**src/rtl/rr_arb_mux_pkg.sv**
```systemverilog
// Shared constants and helpers for the arbitrating mux slice.
package mux_pkg;

  localparam int MODE_RR    = 0;
  localparam int MODE_FIXED = 1;
  localparam int MAX_CH     = 16;

  // Ceiling log2. Result is never below 1, so index ports always have at least one bit.
  function automatic int clog2(input int n);
    int r;
    r = 0;
    for (int i = 0; i < 31; i++) begin
      if ((1 << i) < n) r = i + 1;
    end
    return (r < 1) ? 1 : r;
  endfunction

endpackage

```
**src/rtl/rr_arb_mux_if.sv**
```systemverilog
// Handshake bundle for the arbitrating mux: N producer channels in, one consumer out.
interface rr_arb_mux_if
  import mux_pkg::*;
#(
  parameter int WIDTH  = 32,
  parameter int NUM_CH = 4
);
  localparam int SEL_W = clog2(NUM_CH);

  logic [NUM_CH-1:0]       in_valid;
  logic [NUM_CH*WIDTH-1:0] in_data;
  logic [NUM_CH-1:0]       in_ready;
  logic                    out_valid;
  logic [WIDTH-1:0]        out_data;
  logic [SEL_W-1:0]        out_sel;
  logic                    out_ready;

  // Producer/consumer side driving the mux.
  modport master (
    output in_valid, in_data, out_ready,
    input  in_ready, out_valid, out_data, out_sel
  );

  // The mux itself.
  modport slave (
    input  in_valid, in_data, out_ready,
    output in_ready, out_valid, out_data, out_sel
  );

endinterface

```
**src/rtl/rr_arb_mux_arbiter.sv**
```systemverilog
// Combinational one-hot arbiter. Requests are rotated so the pointer channel
// sits at bit 0, the lowest set bit is isolated, and the grant is rotated back.
// Both rotations use a doubled vector so the wrap needs no modulo logic.
module rr_arbiter
  import mux_pkg::*;
#(
  parameter int NUM_CH = 4,
  parameter int MODE   = MODE_RR,
  localparam int SEL_W = clog2(NUM_CH)
) (
  input  logic [NUM_CH-1:0] req,
  input  logic [SEL_W-1:0]  ptr,
  output logic [NUM_CH-1:0] grant
);

  logic [SEL_W-1:0]  ptr_eff;
  logic [NUM_CH-1:0] rot;
  logic [NUM_CH-1:0] rot_gnt;

  // Fixed priority is just round-robin with the pointer pinned at channel 0.
  always_comb begin
    ptr_eff = (MODE == MODE_FIXED) ? '0 : ptr;
    rot     = NUM_CH'({req, req} >> ptr_eff);
    rot_gnt = rot & (~rot + 1'b1);
    grant   = NUM_CH'(({rot_gnt, rot_gnt} << ptr_eff) >> NUM_CH);
  end

endmodule

```
**src/rtl/rr_arb_mux.sv**
```systemverilog
// N-channel arbitrating mux with a single registered, full-throughput output stage.
module rr_arb_mux
  import mux_pkg::*;
#(
  parameter int WIDTH  = 32,
  parameter int NUM_CH = 4,
  parameter int MODE   = MODE_RR
) (
  input logic        clk,
  input logic        reset,
  rr_arb_mux_if.slave bus
);

  localparam int SEL_W = clog2(NUM_CH);

  logic [NUM_CH-1:0] grant;
  logic [SEL_W-1:0]  ptr;
  logic [SEL_W-1:0]  ptr_nxt;
  logic [SEL_W-1:0]  win;
  logic [WIDTH-1:0]  win_data;
  logic              load;
  logic              any_req;

  logic              ovld;
  logic [WIDTH-1:0]  odata;
  logic [SEL_W-1:0]  osel;

  rr_arbiter #(.NUM_CH(NUM_CH), .MODE(MODE)) u_arb (
    .req   (bus.in_valid),
    .ptr   (ptr),
    .grant (grant)
  );

  // The register can take a new beat when empty or being drained this cycle.
  assign load    = !ovld || bus.out_ready;
  assign any_req = |bus.in_valid;

  // Nothing is accepted while reset is held, even though the empty stage would allow it.
  assign bus.in_ready = (load && reset) ? grant : '0;

  assign bus.out_valid = ovld;
  assign bus.out_data  = odata;
  assign bus.out_sel   = osel;

  // One-hot to index encode and AND-OR data select of the winner.
  always_comb begin
    win      = '0;
    win_data = '0;
    for (int i = 0; i < NUM_CH; i++) begin
      if (grant[i]) win = win | SEL_W'(i);
      win_data = win_data | ({WIDTH{grant[i]}} & bus.in_data[i*WIDTH +: WIDTH]);
    end
    ptr_nxt = (win == SEL_W'(NUM_CH - 1)) ? '0 : win + 1'b1;
  end

  // Output stage: fill on load with a request, empty on load without one, hold on stall.
  always_ff @(posedge clk or negedge reset) begin
    if (!reset) begin
      ovld  <= 1'b0;
      odata <= '0;
      osel  <= '0;
    end else if (load) begin
      ovld <= any_req;
      if (any_req) begin
        odata <= win_data;
        osel  <= win;
      end
    end
  end

  // Round-robin pointer moves past the winner only on an actual transfer.
  always_ff @(posedge clk or negedge reset) begin
    if (!reset) begin
      ptr <= '0;
    end else if (MODE == MODE_RR && load && any_req) begin
      ptr <= ptr_nxt;
    end
  end

endmodule
```
**src/flat_wrapper.sv**
```systemverilog
// flat-port wrapper written by rule: the top's interface ports become plain ports
module rr_arb_mux_flat import mux_pkg::*;
#(
  parameter int WIDTH  = 32,
  parameter int NUM_CH = 4,
  parameter int MODE   = MODE_RR
)
  (clk, reset, bus_in_valid, bus_in_data, bus_out_ready, bus_in_ready, bus_out_valid, bus_out_data, bus_out_sel);
  rr_arb_mux_if #(.WIDTH(WIDTH), .NUM_CH(NUM_CH)) bus_i ();
  input logic clk;
  input logic reset;
  input wire logic [$bits(bus_i.in_valid)-1:0] bus_in_valid;
  input wire logic [$bits(bus_i.in_data)-1:0] bus_in_data;
  input wire logic [$bits(bus_i.out_ready)-1:0] bus_out_ready;
  output wire logic [$bits(bus_i.in_ready)-1:0] bus_in_ready;
  output wire logic [$bits(bus_i.out_valid)-1:0] bus_out_valid;
  output wire logic [$bits(bus_i.out_data)-1:0] bus_out_data;
  output wire logic [$bits(bus_i.out_sel)-1:0] bus_out_sel;
  assign bus_i.in_valid = bus_in_valid;
  assign bus_i.in_data = bus_in_data;
  assign bus_i.out_ready = bus_out_ready;
  assign bus_in_ready = bus_i.in_ready;
  assign bus_out_valid = bus_i.out_valid;
  assign bus_out_data = bus_i.out_data;
  assign bus_out_sel = bus_i.out_sel;
  rr_arb_mux #(.WIDTH(WIDTH), .NUM_CH(NUM_CH), .MODE(MODE)) u_core (.clk(clk), .reset(reset), .bus(bus_i));
endmodule
```
**config.mk**
```make
export PLATFORM = sky130hd
export DESIGN_NAME = rr_arb_mux_flat
export DESIGN_NICKNAME = d
export VERILOG_FILES = /design/src/rtl/rr_arb_mux_pkg.sv /design/src/rtl/rr_arb_mux_if.sv /design/src/rtl/rr_arb_mux_arbiter.sv /design/src/rtl/rr_arb_mux.sv /design/src/flat_wrapper.sv
export SDC_FILE = /design/constraint.sdc
export NUM_CORES = 1
export LEC_CHECK = 0
export CORE_ASPECT_RATIO = 0.6
export CORE_UTILIZATION = 35
export CTS_BUF_LIST = sky130_fd_sc_hd__clkbuf_16
export DETAILED_ROUTE_END_ITERATION = 12
export PLACE_DENSITY = 0.87
export SLEW_MARGIN = 20
export SYNTH_ARGS = -nofsm -noshare
export SYNTH_HDL_FRONTEND = slang
export SYNTH_SLANG_ARGS = --single-unit
```
**constraint.sdc**
```tcl
create_clock -name clk -period 3.2 [get_ports clk]
set_clock_uncertainty 0.15 [all_clocks]
set_input_delay 0.64 -clock clk [delete_from_list [all_inputs] [get_ports clk]]
set_output_delay 0.64 -clock clk [all_outputs]
set_load 0.1 [all_outputs]
```
==> out/metrics.cfg, run 1 <==
[detailed_routing]
route.met2.wl_mm = 3.75
wl_mm = 7.52
routed.top_layer = met4
via_per_inst = 5.35
num_vias = 2541
ant_nets = 0
wl_per_cell_um = 15.8
m1WireLength_mm = 2.95
drtIter0Drc = 219
wl_met3_um = 755
drt-pass1-iter-count = 6
drc = 0

[timing]
post-route-period-util_pct = 92.3
maxSlewHeadroom_pct = 57.6
finalWorstSetupSlack_ns = 0.246
hold_slack_ns = 0.270
hold_violations = 0
final.setup.tns_ns = 0
setup_viol = 0
drv_slew = 0
rsz0062_at_grt = false
period_minus_slack_ns = 2.95
fmax_ghz = 0.338
worstMarginPinSlew_ns = 0.630

[worst_hold_path]
hold_path_class = in -> async

[die]
boundaryPins = 174
die-area_um2 = 6150
core_area_um2 = 5600
start_util_pct = 36.5
rows = 21
die_w_um = 101
floorplan.die.height_um = 61.1

[power_and_ir_drop]
leakagePower_nw = 1.56
power.internal_mw = 1.25
clkPwrFrac_pct = 18.1
power_per_cell_area_nw_per_um2 = 627
sw_frac_of_total_pct = 49.0
power.switching_mw = 1.20
power_frac_comb_pct = 56.3
p_seq_share_pct = 25.6
ir_worst_vdd_uv = 284
finalPower_mw = 2.44

[clocking]
cts_resized = 0
cts_root_buffer = clkbuf_16
path_clk_slew_ns = 0.05
clkLatencyLatePin_ns = 0.27
clock_path_buffers = 2
cts_num_sinks = 37
htree_levels = 2
cts_post_setup_buffers_inserted = 0
cts_buffers = 5
cts_tree = built
ctsHoldBuffers = 0

[critical_path]
crit_chain = clkdlybuf4s50_1 -> nor2b_1 -> nor2_1 -> o311a_1 -> nor2b_2 -> buf_12
slowest_stage = clkdlybuf4s50_1
critPathLaunchType = input port
r2r_slack_ns = 1.17
cpPeakStageDelay_ns = 0.59
r2r-start = u_core.ptr[1]
critical_path.reg2reg.endpoint = u_core.bus.out_data[7]
crit_type = in -> out
cp-end-kind = primary output
cp_data_required_time_ns = 2.41
reg2reg_depth = 6
cp.arrival_ns = 2.16
cp_max_fo = 7

[cells_and_area]
diodes = 0
fin_cells = 475
layout-drive-gt1-share_pct = 14.9
final_core_util_pct = 69.7
multi_input_area_um2 = 991
layout.area.seq_um2 = 926
finish.instance_area_um2 = 3900
fin_nets = 530
area_delta_synth_final_pct = 91.1
nFillCells = 455

[logic_synthesis]
syn_area_per_cell_um2 = 8.91
synth_nets = 364
synthCells = 229
synth_seq_cells = 37
synth-compound-area-share_pct = 30.2
synth-adder-area-share_pct = 0
yosysWarnings = 0
yosys-mux-area-fraction_pct = 0
synthesis.area_um2 = 2040
synth_top_family_by_area = compound AO/OA/AOI/OAI gates
yosysSeqAreaShare_pct = 45.4
synthSimpleGateAreaFrac_pct = 17.3
synth_cell_type_count = 23
yosys.area_share.xor_xnor_pct = 0

[global_route]
grt-ovfl-total = 0
grt_pass1_wl_mm = 11.0
grt_max_degree = 40
grt_use_total_pct = 23.4
antenna_found_initial = 0
first_global_vias = 2320

[status]
status = finished clean

[placed_design]
portBuffers = 173
preCtsSetupSlack_ns = 0.255
hpwl_mm = 5.70
placed_cell_area_um2 = 3770
placedCellCount = 468
place_congestion = 0.816

[run]
drv_cap = 0

cell families (layout without fill, tap and decap cells):
group / after synthesis / after routing
AO/OA/AOI/OAI: 79 / 79
buffers and inverters: 25 / 191
flip-flops: 37 / 37
AND/OR/NAND/NOR: 88 / 88
synthesized netlist by cell type:
| cell | n | area share [%] |
|---|---|---|
| nor2_1 | 42 | 7.7 |
| dfrtp_1 | 37 | 45 |
| nand2_1 | 37 | 6.8 |
| a222oi_1 | 32 | 16 |
| a31oi_1 | 32 | 9.8 |
| clkbuf_1 | 10 | 1.8 |
| buf_2 | 8 | 2.0 |
| a21oi_1 | 6 | 1.5 |
| nor2b_1 | 5 | 1.5 |
| buf_8 | 3 | 2.2 |
| inv_1 | 3 | 0.55 |
| o21ai_0 | 3 | 0.74 |
| a211oi_1 | 1 | 0.37 |
| a21o_1 | 1 | 0.37 |
| and2_1 | 1 | 0.31 |
| and3_1 | 1 | 0.31 |
| buf_6 | 1 | 0.55 |
| nand2b_1 | 1 | 0.31 |
| nor4_1 | 1 | 0.31 |
| o21a_1 | 1 | 0.37 |
| o21bai_1 | 1 | 0.37 |
| o221a_2 | 1 | 0.55 |
| o311a_1 | 1 | 0.49 |
layout make-up:
cell class | count | area share [%]
inverter | 3 | 0.289
multi-input combinational | 167 | 25.4
sequential | 37 | 23.7
timing repair buffer | 181 | 44.6
clock inverter | 2 | 0.192
clock buffer | 5 | 3.21
tap | 80 | 2.57
cell usage in the layout, fill, tap and decap left out, types with 3 or more instances in the layout:
cell type	n
clkdlybuf4s50_1	133
clkbuf_16	5
inv_1	4
a222oi_1	32
buf_12	4
dfrtp_1	37
nor2b_2	4
o21ai_0	3
nand2_1	37
a31oi_1	32
a21oi_1	5
nor2_1	42
buf_4	43
critical path: cells and delay by family:
family                 cells  cell delay, ns
AO/OA/AOI/OAI              1            0.31
AND/OR/NAND/NOR            3            0.46
buffers and inverters      2            0.76
power by group through the flow:
stage                     clock network, mW  logic, mW  registers (mW)
after floorplan                           0      0.299            1.30
after global placement                    0       1.36           0.626
after detailed placement                  0       1.38           0.634
after CTS                             0.451       1.38           0.627
after global routing                  0.477       1.43           0.640
final                                 0.442       1.37           0.626
sequential cells by signal, summed over array words and instances (netlist names):
register              count
u_core.bus.out_data      32
u_core.bus.out_sel        2
u_core.bus.out_valid      1
u_core.ptr                2
layer usage:
| metal | global-route usage (%) | vias to the layer above |
|---|---|---|
| met2 | 43.3 | 127 |
| met5 | 0 | - |
| li1 | - | 1212 |
| met4 | 5.18 | 0 |
| met3 | 5.68 | 8 |
| met1 | 28.5 | 1194 |
how the worst max path moves through the flow:
stage	from	end	slack, ns	cells after the start
floorplan	bus_in_valid[2]	bus_in_ready[0]	0.18	5
global placement	bus_in_valid[2]	bus_in_ready[0]	0.34	6
detailed placement	bus_in_valid[2]	bus_in_ready[0]	0.25	6
CTS	bus_in_valid[2]	bus_in_ready[0]	0.24	6
global route	bus_in_valid[2]	bus_in_ready[0]	0.15	6
finish	bus_in_valid[2]	bus_in_ready[0]	0.25	6
Power figures use the tool's default switching activity.
==> run 2, diff against run 1 <==
- CORE_UTILIZATION: 35 -> 37
- PLACE_DENSITY: 0.87 -> 0.86
- SETUP_SLACK_MARGIN: default -> 0.1
- SYNTH_HIERARCHICAL: default -> 1
==> run 2 against run 1 <==
Count of clock-buffer cells in the layout did not move. Highest routed layer unchanged. Critical path depth unchanged. Register-to-register slack better by 0.02 ns. Via count decreased by 4.4%. Sequential cell count unchanged. Utilization decreased by 0.67 points. Cell count down 0.21%. Die area rose by 9.1%. Maximum frequency is 2.3% higher.
==> out/metrics.cfg, run 2 <==
[status]
status = finished clean

[logic_synthesis]
yosysWarnings = 6
synth_cell_type_count = 25
yosysSeqAreaShare_pct = 39.3
synth_seq_cells = 37
syn_area_per_cell_um2 = 10.8
synth_nets = 354
synthesis.area_um2 = 2360
ys_top_cells_by_area = dfrtp_1, a22oi_1, mux2_4, nand2_1, mux2_2
synthArstFlopShare_pct = 100
synth_flop_cell = dfrtp_1
synth_top_cell_by_area = dfrtp_1
synthMostInstantiatedCell = a22oi_1
synth-edff-count = 0
synthCells = 219
synth_top_area_share_pct = 39.3
synth_common_cells = a22oi_1, dfrtp_1, nand2_1

[global_route]
first_global_vias = 2437
grt-ovfl-total = 0
grt_pass1_wl_mm = 11.8
antenna_found_initial = 0
grt_max_degree = 37
grt_use_total_pct = 22.4

[clocking]
cts_buffers = 5
cts_num_sinks = 37
htree_levels = 2
clock_path_buffers = 2
clkLatencyLatePin_ns = 0.27
path_clk_slew_ns = 0.05
ctsHoldBuffers = 0
cts_root_buffer = clkbuf_16
cts_resized = 0
cts_tree = built
cts_post_setup_buffers_inserted = 0

[timing]
fmax_ghz = 0.346
post-route-period-util_pct = 90.2
finalWorstSetupSlack_ns = 0.313
hold_slack_ns = 0.133
maxSlewHeadroom_pct = 75.7
drv_slew = 0
final.setup.tns_ns = 0
setup_viol = 0
rsz0062_at_grt = false
hold_violations = 0
worstMarginPinSlew_ns = 0.365
period_minus_slack_ns = 2.89

[placed_design]
preCtsSetupSlack_ns = 0.329
hpwl_mm = 5.80
place_congestion = 0.832
portBuffers = 173

[die]
rows = 22
die_w_um = 105
core_area_um2 = 6140
floorplan.die.height_um = 63.8
die-area_um2 = 6710
boundaryPins = 174
start_util_pct = 38.4

[cells_and_area]
final_cell_mix = clkdlybuf4s50_1, a22oi_1, buf_4
largest_register_ffs = 32
fin_nets = 524
multi_input_area_um2 = 1290
layout-drive-gt1-share_pct = 23.6
final_common_cell = clkdlybuf4s50_1
nFillCells = 469
layout.area.seq_um2 = 926
area_delta_synth_final_pct = 79.6
diodes = 0

[detailed_routing]
wl_mm = 7.57
num_vias = 2429
via_per_inst = 5.12
drtIter0Drc = 113
wl_per_cell_um = 16.0
drc = 0
ant_nets = 0
drt-pass1-iter-count = 4

[worst_hold_path]
hold_path_class = in -> async

[critical_path]
cp_top_family = buffers and inverters
worst-path-buf-inv = 2
cp-end-kind = primary output
cp.arrival_ns = 2.10
slowest_stage = clkdlybuf4s50_1
r2r-start = u_core/ptr[0]
critical_path.reg2reg.endpoint = u_core/bus.out_data[8]
r2r_slack_ns = 1.19
crit_type = in -> out
cpPeakStageDelay_ns = 0.54
cp_max_fo = 6
reg2reg_depth = 6
cp_num_cells = 6
worstSetupStartpoint = bus_in_valid[1]
critPathLaunchType = input port
crit_chain = clkdlybuf4s50_1 -> a21o_2 -> a21oi_1 -> o21a_1 -> and3_2 -> buf_12
cp_data_required_time_ns = 2.41

[power_and_ir_drop]
sw_frac_of_total_pct = 56.2
power.internal_mw = 1.79
p_seq_share_pct = 19.9
finalPower_mw = 4.10
ir_worst_vdd_uv = 622
clkPwrFrac_pct = 10.8
power_frac_comb_pct = 69.3
leakagePower_nw = 1.94
power.switching_mw = 2.30
power_per_cell_area_nw_per_um2 = 967

[run]
drv_cap = 0

## run 2: cell count changes in the layout (fill, tap and decap cells not counted), sizes merged, moves of 2 or more
cell    delta
a22oi     +64
nor2b      -4
o21ai      -2
a222oi    -32
mux2i      +2
inv        +3
and3       +3
a21oi      -2
mux2      +34
o211a      +2
a31oi     -32
nor2      -38
## run 2: how the worst max path moves through the flow
stage | slack [ns] | to
2_1_floorplan | 0.17 | bus_in_ready[2]
4_1_cts | 0.32 | bus_in_ready[0]
5_1_grt | 0.23 | bus_in_ready[0]
3_5_place_dp | 0.33 | bus_in_ready[0]
6_report | 0.31 | bus_in_ready[0]
3_3_place_gp | 0.34 | bus_in_ready[0]
## run 2: kinds of logic after synthesis
logic type | Yosys count | share of synthesized area [%]
and+or+nand+nor | 47 | 8.81
AOI/OAI and AO/OA | 75 | 24.1
muxes | 36 | 21.5
xor gates and xnor gates | 1 | 0.371
DFF | 37 | 39.3
buffers and inverters | 23 | 5.89
## run 2: per-layer routing
| metal | track usage (%) | wire length [µm] |
|---|---|---|
| met1 | 27.1 | 3270 |
| met2 | 40.7 | 3680 |
| met3 | 5.61 | 601 |
| met4 | 4.05 | 27 |
| met5 | 0 | 0 |
## run 2: power groups by stage
stage               combinational, mW  clock (mW)  sequential [mW]
finish                           2.84       0.444            0.814
global route                     2.95       0.470            0.836
CTS                              2.85       0.450            0.815
detailed placement               2.84           0            0.818
global placement                 2.82           0            0.811
floorplan                       0.702           0             2.24
## run 2: layout make-up
cell class	instances	share of cell area, %
repair buffers	182	41.5
multi-input cells	159	30.6
flip-flops and latches	37	21.9
clock buffers	5	2.95
well taps	84	2.48
inverters	4	0.354
clock inverters	3	0.266
## run 2: per-stage QoR
step	utilization, %	instances	instance area [µm²]
floorplan	-	219	2360
global placement	66.8	466	4100
detailed placement	66.8	466	4100
CTS	69.0	474	4240
global route	69.0	474	4240
finish	69.0	474	4240
